## config.mk

```make
export PLATFORM = sky130hd
export DESIGN_NAME = ahb3lite_master_flat
export DESIGN_NICKNAME = d
export VERILOG_FILES = /design/src/rtl/ahb3lite_master_if.sv /design/src/rtl/ahb3lite_master.sv /design/src/flat_wrapper.sv
export SDC_FILE = /design/constraint.sdc
export NUM_CORES = 1
export LEC_CHECK = 0
export CAP_MARGIN = 20
export CORE_ASPECT_RATIO = 0.5
export CORE_UTILIZATION = 46
export CTS_BUF_LIST = sky130_fd_sc_hd__clkbuf_16
export DETAILED_ROUTE_END_ITERATION = 10
export PLACE_DENSITY = 0.78
export SLEW_MARGIN = 10
export SYNTH_ARGS = -nofsm -noshare
export SYNTH_HDL_FRONTEND = slang
export SYNTH_SLANG_ARGS = --single-unit
```

## constraint.sdc

```tcl
create_clock -name HCLK -period 9.8 [get_ports HCLK]
set_clock_uncertainty 0.2 [all_clocks]
set_input_delay 0.98 -clock HCLK [delete_from_list [all_inputs] [get_ports HCLK]]
set_output_delay 0.98 -clock HCLK [all_outputs]
set_load 0.01 [all_outputs]
```

## src/rtl/ahb3lite_master_if.sv

```systemverilog
// ahb3lite_master_if: AHB3-Lite bus bundle between one initiator and one slave
//   master modport: drives HSEL/HADDR/HTRANS/HWRITE/HSIZE/HBURST/HPROT/HWDATA, samples HRDATA/HREADY/HRESP
//   slave modport: the mirror image
interface ahb3lite_master_if #(
  parameter int HADDR_SIZE = 32,
  parameter int HDATA_SIZE = 32
);
  logic                  HSEL;
  logic [HADDR_SIZE-1:0] HADDR;
  logic [1:0]            HTRANS;
  logic                  HWRITE;
  logic [2:0]            HSIZE;
  logic [2:0]            HBURST;
  logic [3:0]            HPROT;
  logic [HDATA_SIZE-1:0] HWDATA;
  logic [HDATA_SIZE-1:0] HRDATA;
  logic                  HREADY;
  logic                  HRESP;
  modport master (
    output HSEL, HADDR, HTRANS, HWRITE, HSIZE, HBURST, HPROT, HWDATA,
    input  HRDATA, HREADY, HRESP
  );
  modport slave (
    input  HSEL, HADDR, HTRANS, HWRITE, HSIZE, HBURST, HPROT, HWDATA,
    output HRDATA, HREADY, HRESP
  );
endinterface

```

## src/rtl/ahb3lite_master.sv

```systemverilog
// ahb3lite_master: AHB3-Lite initiator turning SINGLE/INCR4/WRAP4 word commands into pipelined transfers
//   HCLK/HRESETn: clock, synchronous active-low reset
//   cmd_*: command handshake (valid/ready, direction, burst, start address, four packed write beats)
//   rd_valid/rd_data: one pulse per completed read beat; done/err: end-of-command pulses
//   bus: AHB3-Lite master side
module ahb3lite_master #(
  parameter int         HADDR_SIZE = 32,
  parameter int         HDATA_SIZE = 32,
  parameter logic [3:0] HPROT_VAL  = 4'b0011
) (
  input  logic                    HCLK,
  input  logic                    HRESETn,
  input  logic                    cmd_valid,
  output logic                    cmd_ready,
  input  logic                    cmd_write,
  input  logic [1:0]              cmd_burst,
  input  logic [HADDR_SIZE-1:0]   cmd_addr,
  input  logic [4*HDATA_SIZE-1:0] cmd_wdata,
  output logic                    rd_valid,
  output logic [HDATA_SIZE-1:0]   rd_data,
  output logic                    done,
  output logic                    err,
  ahb3lite_master_if.master       bus
);
  typedef enum logic [1:0] {IDLE, ADDR, LAST, ABORT} state_t;
  localparam logic [1:0] T_IDLE = 2'b00, T_NONSEQ = 2'b10, T_SEQ = 2'b11;
  state_t state, state_n;
  logic [1:0] beat;
  logic single;
  logic [3:0][HDATA_SIZE-1:0] wbuf;
  logic accept, dp, adv, last_beat, err_start, capture, finish;
  logic [HADDR_SIZE-1:0] addr_nxt;
  assign bus.HSIZE = 3'b010;
  assign bus.HPROT = HPROT_VAL;
  // beat counts accepted address phases, so a nonzero beat in ADDR means the previous beat is in its data phase
  always_comb begin
    accept    = state == IDLE && cmd_valid && cmd_ready;
    dp        = (state == ADDR && beat != 2'd0) || state == LAST;
    err_start = dp && bus.HRESP && !bus.HREADY;
    adv       = state == ADDR && bus.HREADY;
    last_beat = single || beat == 2'd3;
    capture   = dp && bus.HREADY && !bus.HRESP && !bus.HWRITE;
    finish    = (state == LAST || state == ABORT) && bus.HREADY;
    addr_nxt  = bus.HBURST == 3'b010 ? {bus.HADDR[HADDR_SIZE-1:4], bus.HADDR[3:2] + 2'd1, 2'b00}
                                     : bus.HADDR + HADDR_SIZE'(4);
    state_n   = state;
    case (state)
      IDLE:    state_n = accept ? ADDR : IDLE;
      ADDR:    state_n = err_start ? ABORT : adv && last_beat ? LAST : ADDR;
      LAST:    state_n = err_start ? ABORT : bus.HREADY ? IDLE : LAST;
      default: state_n = bus.HREADY ? IDLE : ABORT;
    endcase
  end
  always_ff @(posedge HCLK) begin
    state <= !HRESETn ? IDLE : state_n;
  end
  always_ff @(posedge HCLK) begin
    if (!HRESETn) begin
      cmd_ready  <= 1'b0;
      rd_valid   <= 1'b0;
      rd_data    <= '0;
      done       <= 1'b0;
      err        <= 1'b0;
      bus.HSEL   <= 1'b0;
      bus.HADDR  <= '0;
      bus.HTRANS <= T_IDLE;
      bus.HWRITE <= 1'b0;
      bus.HBURST <= 3'b000;
      bus.HWDATA <= '0;
      beat       <= 2'd0;
      single     <= 1'b1;
    end else begin
      cmd_ready <= state_n == IDLE;
      rd_valid  <= capture;
      done      <= finish;
      err       <= finish && state == ABORT;
      if (capture) rd_data <= bus.HRDATA;
      if (accept) begin
        bus.HSEL   <= 1'b1;
        bus.HADDR  <= {cmd_addr[HADDR_SIZE-1:2], 2'b00};
        bus.HTRANS <= T_NONSEQ;
        bus.HWRITE <= cmd_write;
        bus.HBURST <= cmd_burst == 2'd1 ? 3'b011 : cmd_burst == 2'd2 ? 3'b010 : 3'b000;
        single     <= !(cmd_burst == 2'd1 || cmd_burst == 2'd2);
        beat       <= 2'd0;
        wbuf       <= cmd_wdata;
      end else if (err_start) begin
        // first ERROR cycle: cancel the pending address phase
        bus.HSEL   <= 1'b0;
        bus.HTRANS <= T_IDLE;
      end else if (adv) begin
        bus.HWDATA <= wbuf[beat];
        beat       <= beat + 2'd1;
        bus.HSEL   <= !last_beat;
        bus.HTRANS <= last_beat ? T_IDLE : T_SEQ;
        if (!last_beat) bus.HADDR <= addr_nxt;
      end
    end
  end
endmodule
```

## src/flat_wrapper.sv

```systemverilog
// flat-port wrapper written by rule: the top's interface ports become plain ports
module ahb3lite_master_flat 
#(
  parameter int         HADDR_SIZE = 32,
  parameter int         HDATA_SIZE = 32,
  parameter logic [3:0] HPROT_VAL  = 4'b0011
)
  (HCLK, HRESETn, cmd_valid, cmd_ready, cmd_write, cmd_burst, cmd_addr, cmd_wdata, rd_valid, rd_data, done, err, bus_HSEL, bus_HADDR, bus_HTRANS, bus_HWRITE, bus_HSIZE, bus_HBURST, bus_HPROT, bus_HWDATA, bus_HRDATA, bus_HREADY, bus_HRESP);
  ahb3lite_master_if #(.HADDR_SIZE(HADDR_SIZE), .HDATA_SIZE(HDATA_SIZE)) bus_i ();
  input  logic HCLK;
  input  logic HRESETn;
  input  logic cmd_valid;
  output logic cmd_ready;
  input  logic cmd_write;
  input  logic [1:0] cmd_burst;
  input  logic [HADDR_SIZE-1:0] cmd_addr;
  input  logic [4*HDATA_SIZE-1:0] cmd_wdata;
  output logic rd_valid;
  output logic [HDATA_SIZE-1:0] rd_data;
  output logic done;
  output logic err;
  output wire logic [$bits(bus_i.HSEL)-1:0] bus_HSEL;
  output wire logic [$bits(bus_i.HADDR)-1:0] bus_HADDR;
  output wire logic [$bits(bus_i.HTRANS)-1:0] bus_HTRANS;
  output wire logic [$bits(bus_i.HWRITE)-1:0] bus_HWRITE;
  output wire logic [$bits(bus_i.HSIZE)-1:0] bus_HSIZE;
  output wire logic [$bits(bus_i.HBURST)-1:0] bus_HBURST;
  output wire logic [$bits(bus_i.HPROT)-1:0] bus_HPROT;
  output wire logic [$bits(bus_i.HWDATA)-1:0] bus_HWDATA;
  input wire logic [$bits(bus_i.HRDATA)-1:0] bus_HRDATA;
  input wire logic [$bits(bus_i.HREADY)-1:0] bus_HREADY;
  input wire logic [$bits(bus_i.HRESP)-1:0] bus_HRESP;
  assign bus_HSEL = bus_i.HSEL;
  assign bus_HADDR = bus_i.HADDR;
  assign bus_HTRANS = bus_i.HTRANS;
  assign bus_HWRITE = bus_i.HWRITE;
  assign bus_HSIZE = bus_i.HSIZE;
  assign bus_HBURST = bus_i.HBURST;
  assign bus_HPROT = bus_i.HPROT;
  assign bus_HWDATA = bus_i.HWDATA;
  assign bus_i.HRDATA = bus_HRDATA;
  assign bus_i.HREADY = bus_HREADY;
  assign bus_i.HRESP = bus_HRESP;
  ahb3lite_master #(.HADDR_SIZE(HADDR_SIZE), .HDATA_SIZE(HDATA_SIZE), .HPROT_VAL(HPROT_VAL)) u_core (.HCLK(HCLK), .HRESETn(HRESETn), .cmd_valid(cmd_valid), .cmd_ready(cmd_ready), .cmd_write(cmd_write), .cmd_burst(cmd_burst), .cmd_addr(cmd_addr), .cmd_wdata(cmd_wdata), .rd_valid(rd_valid), .rd_data(rd_data), .done(done), .err(err), .bus(bus_i));
endmodule
```

* Word level (Yosys, flattened, before mapping)
Index checks and enable logic that the tools add are counted.
** Word-level totals
- Word-level logic and storage cells :: 96
- Register bits after elaboration :: 240
- Input port bits :: 200
- Output and inout port bits :: 114
** Cells by class
- Reductions and logical operators :: 34
- Equality and inequality tests :: 10
- Bitwise operators :: 4
- $lt $le $gt $ge :: 1
- Mux-type cells :: 23
- Add/sub/neg operators :: 3
** Operators by type and width (number)
- two-way mux 32 bit :: 6
- binary-select mux 32 bit (select 2 bit) :: 1
- adder 32 x 3 -> 32 bit, second input constant :: 1
- two-way mux 2 bit :: 10
- logical AND 1 bit :: 12
- AND reduction 3 bit :: 3
- equality test 2 bit, second input constant :: 4
- != test 2 x 1 -> 1 bit, second input constant :: 3
- case mux 2 bit (3 select lines) :: 1
- logical NOT 1 bit :: 5
- adder 2 x 1 -> 2 bit, second input constant :: 2
- equality test 2 x 1 -> 1 bit, second input constant :: 2
- logical NOT 2 bit :: 2
- logical OR 1 bit :: 4
- two-way mux 1 bit :: 4
- NOT 1 bit :: 4
- AND reduction 2 bit :: 2
- AND reduction 4 bit :: 1
- nonzero test 2 bit :: 2
- equality test 3 x 2 -> 1 bit, second input constant :: 1
- < comparator 2 x 3 -> 1 bit, second input constant :: 1
- two-way mux 3 bit :: 1
- nonzero test 3 bit :: 1
- OR reduction 3 bit :: 1
- OR reduction 2 bit :: 1

* Depth between registers and ports, before layout
- Depth in word-level cells :: 8
- Mapped depth :: 11
- Mapped depth without buffers :: 7

* Least setup slack after synthesis
OpenSTA, ideal clock, no wires.
- Kind :: input to register
- From :: input cmd_valid
- To :: register u_core.wbuf[0] in the netlist's numbering (enable)
- Setup time :: 0.619 ns
- Required time :: 8.981 ns
- Setup slack :: 2.197 ns
- Data arrival time :: 6.784 ns
- Cell stages on the path :: 3
- Path buffers :: 1
- Cells stage by stage :: nand3_1 > clkbuf_1 > nor2_1
** Between the ends
- Longest elaborated chain between the ends :: 3
** RTL lines
- from (decl) :: RTL line flat_wrapper.sv:12 : input logic cmd_valid;
- logical AND 1 bit (2 in series) :: RTL line ahb3lite_master.sv:37 : accept = state == IDLE && cmd_valid && cmd_ready;
- AND reduction 2 bit (no line)
- to (signal assigned) :: RTL line ahb3lite_master.sv:86 : wbuf <= cmd_wdata;
- to (decl) :: RTL line ahb3lite_master.sv:30 : logic [3:0][HDATA_SIZE-1:0] wbuf;
No other way between the ends.
A chain may end at the register's enable or synchronous reset.

* Worst setup path in the final report
- From :: input bus_HREADY
- To :: register u_core.bus.HADDR[9]
** Between the ends
- Longest elaborated chain between the ends :: 4
- Elaborated cells between the ends (all ways) :: 6
- Those cells by class :: 1 x eq/ne; 5 x reduce/logical
** RTL lines
- from (decl) :: RTL line flat_wrapper.sv:31 : input wire logic [$bits(bus_i.HREADY)-1:0] bus_HREADY;
- logical NOT 1 bit :: RTL line ahb3lite_master.sv:39 : err_start = dp && bus.HRESP && !bus.HREADY;
- logical AND 1 bit :: RTL line ahb3lite_master.sv:39
- != test 2 x 1 -> 1 bit (no line)
- AND reduction 4 bit (no line) (*)
- to (signal assigned) :: RTL line ahb3lite_master.sv:80 : bus.HADDR <= {cmd_addr[HADDR_SIZE-1:2], 2'b00};
- to (signal assigned) :: RTL line ahb3lite_master.sv:96 : if (!last_beat) bus.HADDR <= addr_nxt;
- to (decl) :: RTL line ahb3lite_master_if.sv:20 : output HSEL, HADDR, HTRANS, HWRITE, HSIZE, HBURST, HPROT, HWDATA,
Mark *: on every way between the ends. The rest lies on a longest branch, timed or not.

==> out/summary.txt <==
DR WL met3 = 1310 µm
Final Max Slew Viols = 0
Switching share of power = 0.220
Delay-heaviest family, CP = simple AND/OR/NAND/NOR gates
Clk sinks = 239
H-tree level count = 1
Ys Warns = 0
Die area = 20800 µm²
Final GP Congestion = 0.787
XOR/XNOR share of the synthesized area = 0.0104
Chip height = 103 µm
Fmax = 0.296 GHz
Switching power = 0.476 mW
Least-Margin Pin Slew = 1.02 ns
Initial DRC Count = 403
Setup_tns = 0 ns
Crit path from = bus_HREADY
Ys flop type = edfxtp_1
Sequential share of power = 0.518
Post-route ant nets = 0
Simple-gate share of the synthesized area = 0.136
Status = complete, no violations
DR vias/cell = 5.21
Largest net degree at the start of global routing = 85
DP HPWL = 16100 µm
Core Rows = 36
Crit path time final = 3.38 ns
Crit. path cell count = 7
Core footprint = 19600 µm²
P_leak = 4.35 nW
Gate Count Post-Synth = 761
Commonest non-fill, non-tap cell in the layout = clkdlybuf4s50_1
Post-route DRC = 0
Worst Path Buf+Inv = 2
Hold Vio Cnt, Final = 0
CP max stage delay = 0.71 ns
Area fraction in compound gates after synthesis = 0.0821
First-pass GRT wire length = 35800 µm
Worst-path maximum fanout = 40
Seq/Total Area, Yosys = 0.652
Slew margin rel. = 0.315
Internal = 1.69 mW
Root Driver = clkbuf_16
Final WS setup = 6.42 ns
Worst Min Path Start = u_core.bus.HWDATA[11]
VDD IR-drop max = 0.117 mV
Clock network latency to the later pin of the worst-skew pair = 0.51 ns
Starting Density = 0.474
Antenna fix cells = 0
Clock Power Share = 0.384
Crit-path cells = clkdlybuf4s50_1 > nand3b_1 > buf_4 > or4_4 > nor3_1 > mux2_2 > a21oi_1
Worst R2R Start = u_core.beat[1]
Post-CTS setup repair buffer count = 0
Post-synth EDFFs = 128
Fillers = 1463
Logic gate share of total power = 0.098
Setup WS pre-CTS = 5.90 ns
Worst reg2reg endpoint = u_core.bus.HADDR[9]
Max cap viols = 0
Final #Nets = 1255
Clk slew on worst S/H paths = 0.07 ns
CTS tree = done
Routed WL = 23700 µm
Ports = 314
Vias in the first global route = 6819
Hold Crit Endpoint = u_core.bus.HWDATA[11]
Synth unique cells = 55
CP endpoint kind = register
Hold Path Class = reg2reg
CP Launch Type = input pin
Flops & latches, synth = 239
PostCTS Resize Cnt = 0
Mux cell area share after synthesis = 0.0821
Via count = 6944
Die X = 203 µm
Area growth syn-to-layout = 42.2%
Critical path's slowest cell = or4_4
Most frequent cells in the layout = clkdlybuf4s50_1 (303), nand2_1 (168), edfxtp_1 (128)
Cell depth of the worst flop-to-flop path = 6
Port Buffer Count = 303
Pwr/cell area = 164 nW/µm²
Worst-case clock buffer depth = 3
Fin crit share = 0.345
Worst EP arrival = 3.61 ns
Adder-cell area share of the yosys netlist = 0.00538
Combinational family with the most area after synthesis = simple AND/OR/NAND/NOR gates
Tot GR Track Use = 0.219
Max layer used = met5
Share of cells above drive strength 1 = 0.0900
Fin util = 0.673
Synth Area per Inst = 12.2 µm²
Async set-reset flop share out of synthesis = 0
Hold depth = 2
CTS Hold Bufs = 0
Met2 wire len = 12100 µm
CTS Buf Count = 22
DR pass1 iterations = 5
DRT met1 WL = 9670 µm
RSZ-0062 raised after global routing = no
Synthesized area = 9300 µm²
Critical path data required time = 10.03 ns
Aggregate global routing overflow = 0
Critical path class = in2reg
Routed len/inst = 17.8 µm
Flop2flop setup slack = 6.69 ns
Initial antenna violation count = 1
Post-layout total power = 2.16 mW
Setup violators final = 0
==> cells in the mapped netlist (3+ instances only) <==
| cell type | count | area, µm² |
|---|---|---|
| nand2_1 | 168 | 631 |
| edfxtp_1 | 128 | 3840 |
| dfxtp_1 | 111 | 2220 |
| a21oi_1 | 92 | 460 |
| clkbuf_1 | 32 | 120 |
| mux4_2 | 32 | 721 |
| o21ai_0 | 23 | 115 |
| nor2_1 | 20 | 75.1 |
| nand3_1 | 16 | 80.1 |
| inv_1 | 10 | 37.5 |
| nor3_1 | 10 | 50.1 |
| xnor2_1 | 10 | 87.6 |
| and2_1 | 9 | 56.3 |
| and3_1 | 9 | 56.3 |
| a31oi_1 | 8 | 50.1 |
| buf_4 | 8 | 60.1 |
| buf_2 | 7 | 35.0 |
| nand4_1 | 6 | 37.5 |
| a32oi_1 | 4 | 35.0 |
| ha_1 | 4 | 50.1 |
| nor4_1 | 4 | 25.0 |
| buf_1 | 3 | 11.3 |
| nor4_2 | 3 | 37.5 |
==> flip-flops by register name (all words and copies together), names as in the netlist <==
register and flops:
u_core.rd_data 32, u_core.single 1, u_core.bus.HSEL 1, u_core.wbuf 128, u_core.bus.HBURST 2, u_core.cmd_ready 1, u_core.state 2, u_core.rd_valid 1
u_core.bus.HADDR 32, u_core.err 1, u_core.bus.HWRITE 1, u_core.done 1, u_core.bus.HTRANS 2, u_core.beat 2, u_core.bus.HWDATA 32
==> power groups by stage <==
stage	Clock (mW)	Sequential [mW]	Combinational (mW)
final	0.831	1.12	0.212
after global routing	0.890	1.12	0.228
after CTS	0.852	1.12	0.214
after detailed placement	0	1.14	0.212
after global placement	0	1.14	0.208
after floorplan	0	1.15	0.0738
==> worst reg2reg max path: stages (launching register included) <==
cell	delay, ns
dfxtp_2	0.63
ha_1	0.34
or2_1	0.30
or4_4	0.67
nor3_1	0.38
mux2_2	0.38
a21oi_1	0.13
==> worst max path at each step <==
| stage | end | slack [ns] |
|---|---|---|
| 4_1_cts | u_core.rd_data[17] | 6.28 |
| 2_1_floorplan | u_core.wbuf[0] | 2.20 |
| 3_5_place_dp | u_core.bus.HADDR[9] | 5.90 |
| 5_1_grt | u_core.bus.HADDR[9] | 6.29 |
| 6_report | u_core.bus.HADDR[9] | 6.42 |
| 3_3_place_gp | u_core.bus.HADDR[9] | 5.99 |
==> kinds of logic (layout without fill, tap and decap cells) <==
logic type | after synthesis | count (layout)
and+or+nand+nor | 268 | 268
muxes | 36 | 36
DFF | 239 | 239
xor gates and xnor gates | 11 | 11
buffers and inverters | 62 | 362
other | 2 | 8
AOI/OAI and AO/OA | 139 | 139
adders and majority gates | 4 | 4
==> routing by layer <==
layer,vias up,global-route usage
li1,3327,-
met1,3366,0.275
met2,206,0.394
met3,43,0.0376
met4,2,0.0682
met5,-,0
==> metrics by stage <==
| stage | hold WS (ns) | cell area (µm²) | std cells |
|---|---|---|---|
| after floorplan | 0.278 | 9320 | 767 |
| after detailed placement | 0.249 | 12500 | 1292 |
| after global placement | 0.242 | 12500 | 1292 |
| after CTS | 0.258 | 13200 | 1332 |
| final | 0.253 | 13200 | 1333 |
| after global routing | 0.268 | 13200 | 1333 |
==> final cells by class <==
class | count | area [µm²] | area share
clock buffers | 22 | 551 | 0.0416
clock inverters | 18 | 148 | 0.0112
inverters | 10 | 37.5 | 0.00284
multi-input cells | 466 | 2980 | 0.225
flip-flops and latches | 239 | 6070 | 0.459
well taps | 266 | 333 | 0.0252
repair buffers | 312 | 3110 | 0.235
Power figures use the tool's default switching activity.
==> RTL change: new RTL, same flow settings <==
`HADDR_SIZE` is set to 32 in 3 places; all go to 64.
--- a/src/rtl/ahb3lite_master_if.sv
+++ b/src/rtl/ahb3lite_master_if.sv
@@ -3,5 +3,5 @@
 //   slave modport: the mirror image
 interface ahb3lite_master_if #(
-  parameter int HADDR_SIZE = 32,
+  parameter int HADDR_SIZE = 64,
   parameter int HDATA_SIZE = 32
 );
--- a/src/rtl/ahb3lite_master.sv
+++ b/src/rtl/ahb3lite_master.sv
@@ -5,5 +5,5 @@
 //   bus: AHB3-Lite master side
 module ahb3lite_master #(
-  parameter int         HADDR_SIZE = 32,
+  parameter int         HADDR_SIZE = 64,
   parameter int         HDATA_SIZE = 32,
   parameter logic [3:0] HPROT_VAL  = 4'b0011
--- a/src/flat_wrapper.sv
+++ b/src/flat_wrapper.sv
@@ -2,5 +2,5 @@
 module ahb3lite_master_flat 
 #(
-  parameter int         HADDR_SIZE = 32,
+  parameter int         HADDR_SIZE = 64,
   parameter int         HDATA_SIZE = 32,
   parameter logic [3:0] HPROT_VAL  = 4'b0011
Ports: changed (resized bus_HADDR and cmd_addr); port bits go from 314 to 378. No check against the original RTL was run, so the function may have changed too.
==> RTL change against the original RTL <==
Cell count is 34% higher. Setup slack worse by 0.36 ns. Cell area is 22% higher. Power is 14% higher. Synthesized area is 23% higher. Wire length is 43% higher. Sequential power is 13% higher. Sequential cell count is 32 higher. Clock power is 13% higher. Fmax is 9.7% lower. Critical path depth is 1 higher. Critical endpoint is now u_core.bus.HADDR[37]. Highest routed layer unchanged.
==> RTL change: results (changes against the original RTL) <==
| Metric | Value |
|---|---|
| Post-synth EDFFs | `128 (unchanged)` |
| Dpl hpwl | `23500 um (+46%)` |
| Async SR Flop Fraction | `0% (unchanged)` |
| Peak VDD IR | `0.111 mV (-5.0%)` |
| Post-cts repair resize count | `0 (unchanged)` |
| I/O Buffers | `367 (+21%)` |
| Seq/Total Area, Yosys | `58.7% (-6.6 points)` |
| Root Driver | `clkbuf_16` |
| Initial detailed-routing violation count | `836 (+110%)` |
| Post-CTS setup buffers | `0 (unchanged)` |
| GP Congestion | `0.915 (+16%)` |
| Hold Path Class | `reg -> reg` |
| Top Registers | `u_core.wbuf (128), u_core.bus.HADDR (64)` |
| Global-route usage over all layers | `25.9% (+3.9 points)` |
| Vias | `9929 (+43%)` |
| CTS Buf Count | `25 (+14%)` |
| Setup TNS | `0 ns (unchanged)` |
| Initial antenna violation count | `3 (+2)` |
| H-tree Lvls | `1 (unchanged)` |
| Area contributors post-synth | `edfxtp_1, dfxtp_1, nand2_1` |
| Largest net degree at the start of global routing | `103 (+21%)` |
| Ys flop type | `dfxtp_1` |
| Global-route wire length before repair | `52200 um (+46%)` |
| 1st-pass router iterations | `6 (+1)` |
| Distinct cells, synth | `61 (+11%)` |
| Total leakage power | `5.19 nW (+19%)` |
| Top cells by count, synth | `nand2_1, dfxtp_1, edfxtp_1` |
| Status | `completed` |
| Clock Tree Buf Depth | `3 (unchanged)` |
| Vias in the first global route | `9571 (+40%)` |
| CP Data Arrival Time | `4.01 ns (+0.40 ns)` |
| Syn. warnings | `0 (unchanged)` |
| Clock-pin slew on the worst setup and hold paths | `0.06 ns` |
| Top reg by flops | `u_core.wbuf` |
| Layout cells sized above 1 | `6.66% (-2.3 points)` |
| Routed Wire Length | `34000 um (+43%)` |
| Total Nets Final | `1659 (+32%)` |
| Max FO, Critical Path | `37 (-7.5%)` |
| Slew headroom | `29.7% (-1.8 points)` |
| Worst skew pair latency | `0.54 ns (+0.03 ns)` |
| Layout fillers | `1873 (+28%)` |
[RTL change: cell types whose count changed in the layout (fill, tap and decap cells not counted), sizes merged, moves of 14 or more]
| cell | change |
|---|---|
| nand2 | +60 |
| nand3 | +17 |
| nor3 | +14 |
| nor2 | +27 |
| a21oi | +21 |
| dfxtp | +32 |
| o21ai | +17 |
| clkdlybuf4s50 | +64 |
| nand4 | +17 |
[RTL change: worst max-delay path, stage by stage]
cell             delay [ns]
clkdlybuf4s50_1        0.63
nand3b_1               0.11
buf_4                  0.29
or4b_1                 0.64
nor4_2                 0.71
nand3_1                0.17
mux2_1                 0.35
a21oi_1                0.14
[RTL change: path summary, 6_finish.rpt]
check                startpoint                    to  slack, ns  depth (start not counted)
max reg2reg      u_core.beat[1]  u_core.bus.HADDR[37]       6.35                          7
min          u_core.rd_data[30]    u_core.rd_data[30]       0.26                          2
min reg2reg  u_core.rd_data[30]    u_core.rd_data[30]       0.26                          2
max                  bus_HREADY  u_core.bus.HADDR[37]       6.06                          8
[RTL change: final cells by class]
cell class	instances	area share, %
Sequential cell	271	41.5
Multi-Input combinational cell	731	27.3
Timing Repair Buffer	380	23.5
Clock buffer	25	3.87
Tap cell	336	2.60
Clock inverter	21	0.875
Inverter	14	0.341
Antenna cell	2	0.0310
[RTL change: through the flow]
stage | std cells | util (%) | cell area, um2 | worst slack [ns]
4_1_cts | 1777 | 66.7 | 16100 | 6.08
2_1_floorplan | 1091 | - | 11500 | 1.91
3_5_place_dp | 1731 | 63.5 | 15400 | 5.53
6_report | 1780 | 66.8 | 16200 | 6.06
5_1_grt | 1780 | 66.8 | 16200 | 5.94
3_3_place_gp | 1731 | 63.5 | 15400 | 5.58
[RTL change: kinds of logic after synthesis]
logic type	after synthesis	share of synthesized area, %
DFF	271	58.7
buffers and inverters	89	3.22
muxes	34	6.49
xor gates and xnor gates	17	1.30
and+or+nand+nor	443	18.2
AOI/OAI and AO/OA	225	11.6
adders and majority gates	4	0.438
other	2	0.0657
[RTL change: where the power goes]
| group | internal (mW) | switching, mW |
|---|---|---|
| Sequential | 1.23 | 0.0339 |
| Clock | 0.496 | 0.442 |
| Combinational | 0.152 | 0.106 |
| Total | 1.87 | 0.582 |
[RTL change: layer usage]
layer | GRT usage, % | up-vias | share of wire (%)
li1 | - | 4656 | -
met2 | 45.3 | 395 | 51
met3 | 3.86 | 73 | 5.8
met4 | 8.12 | 2 | 3.1
met1 | 33.2 | 4803 | 40
met5 | 0 | - | 0.038
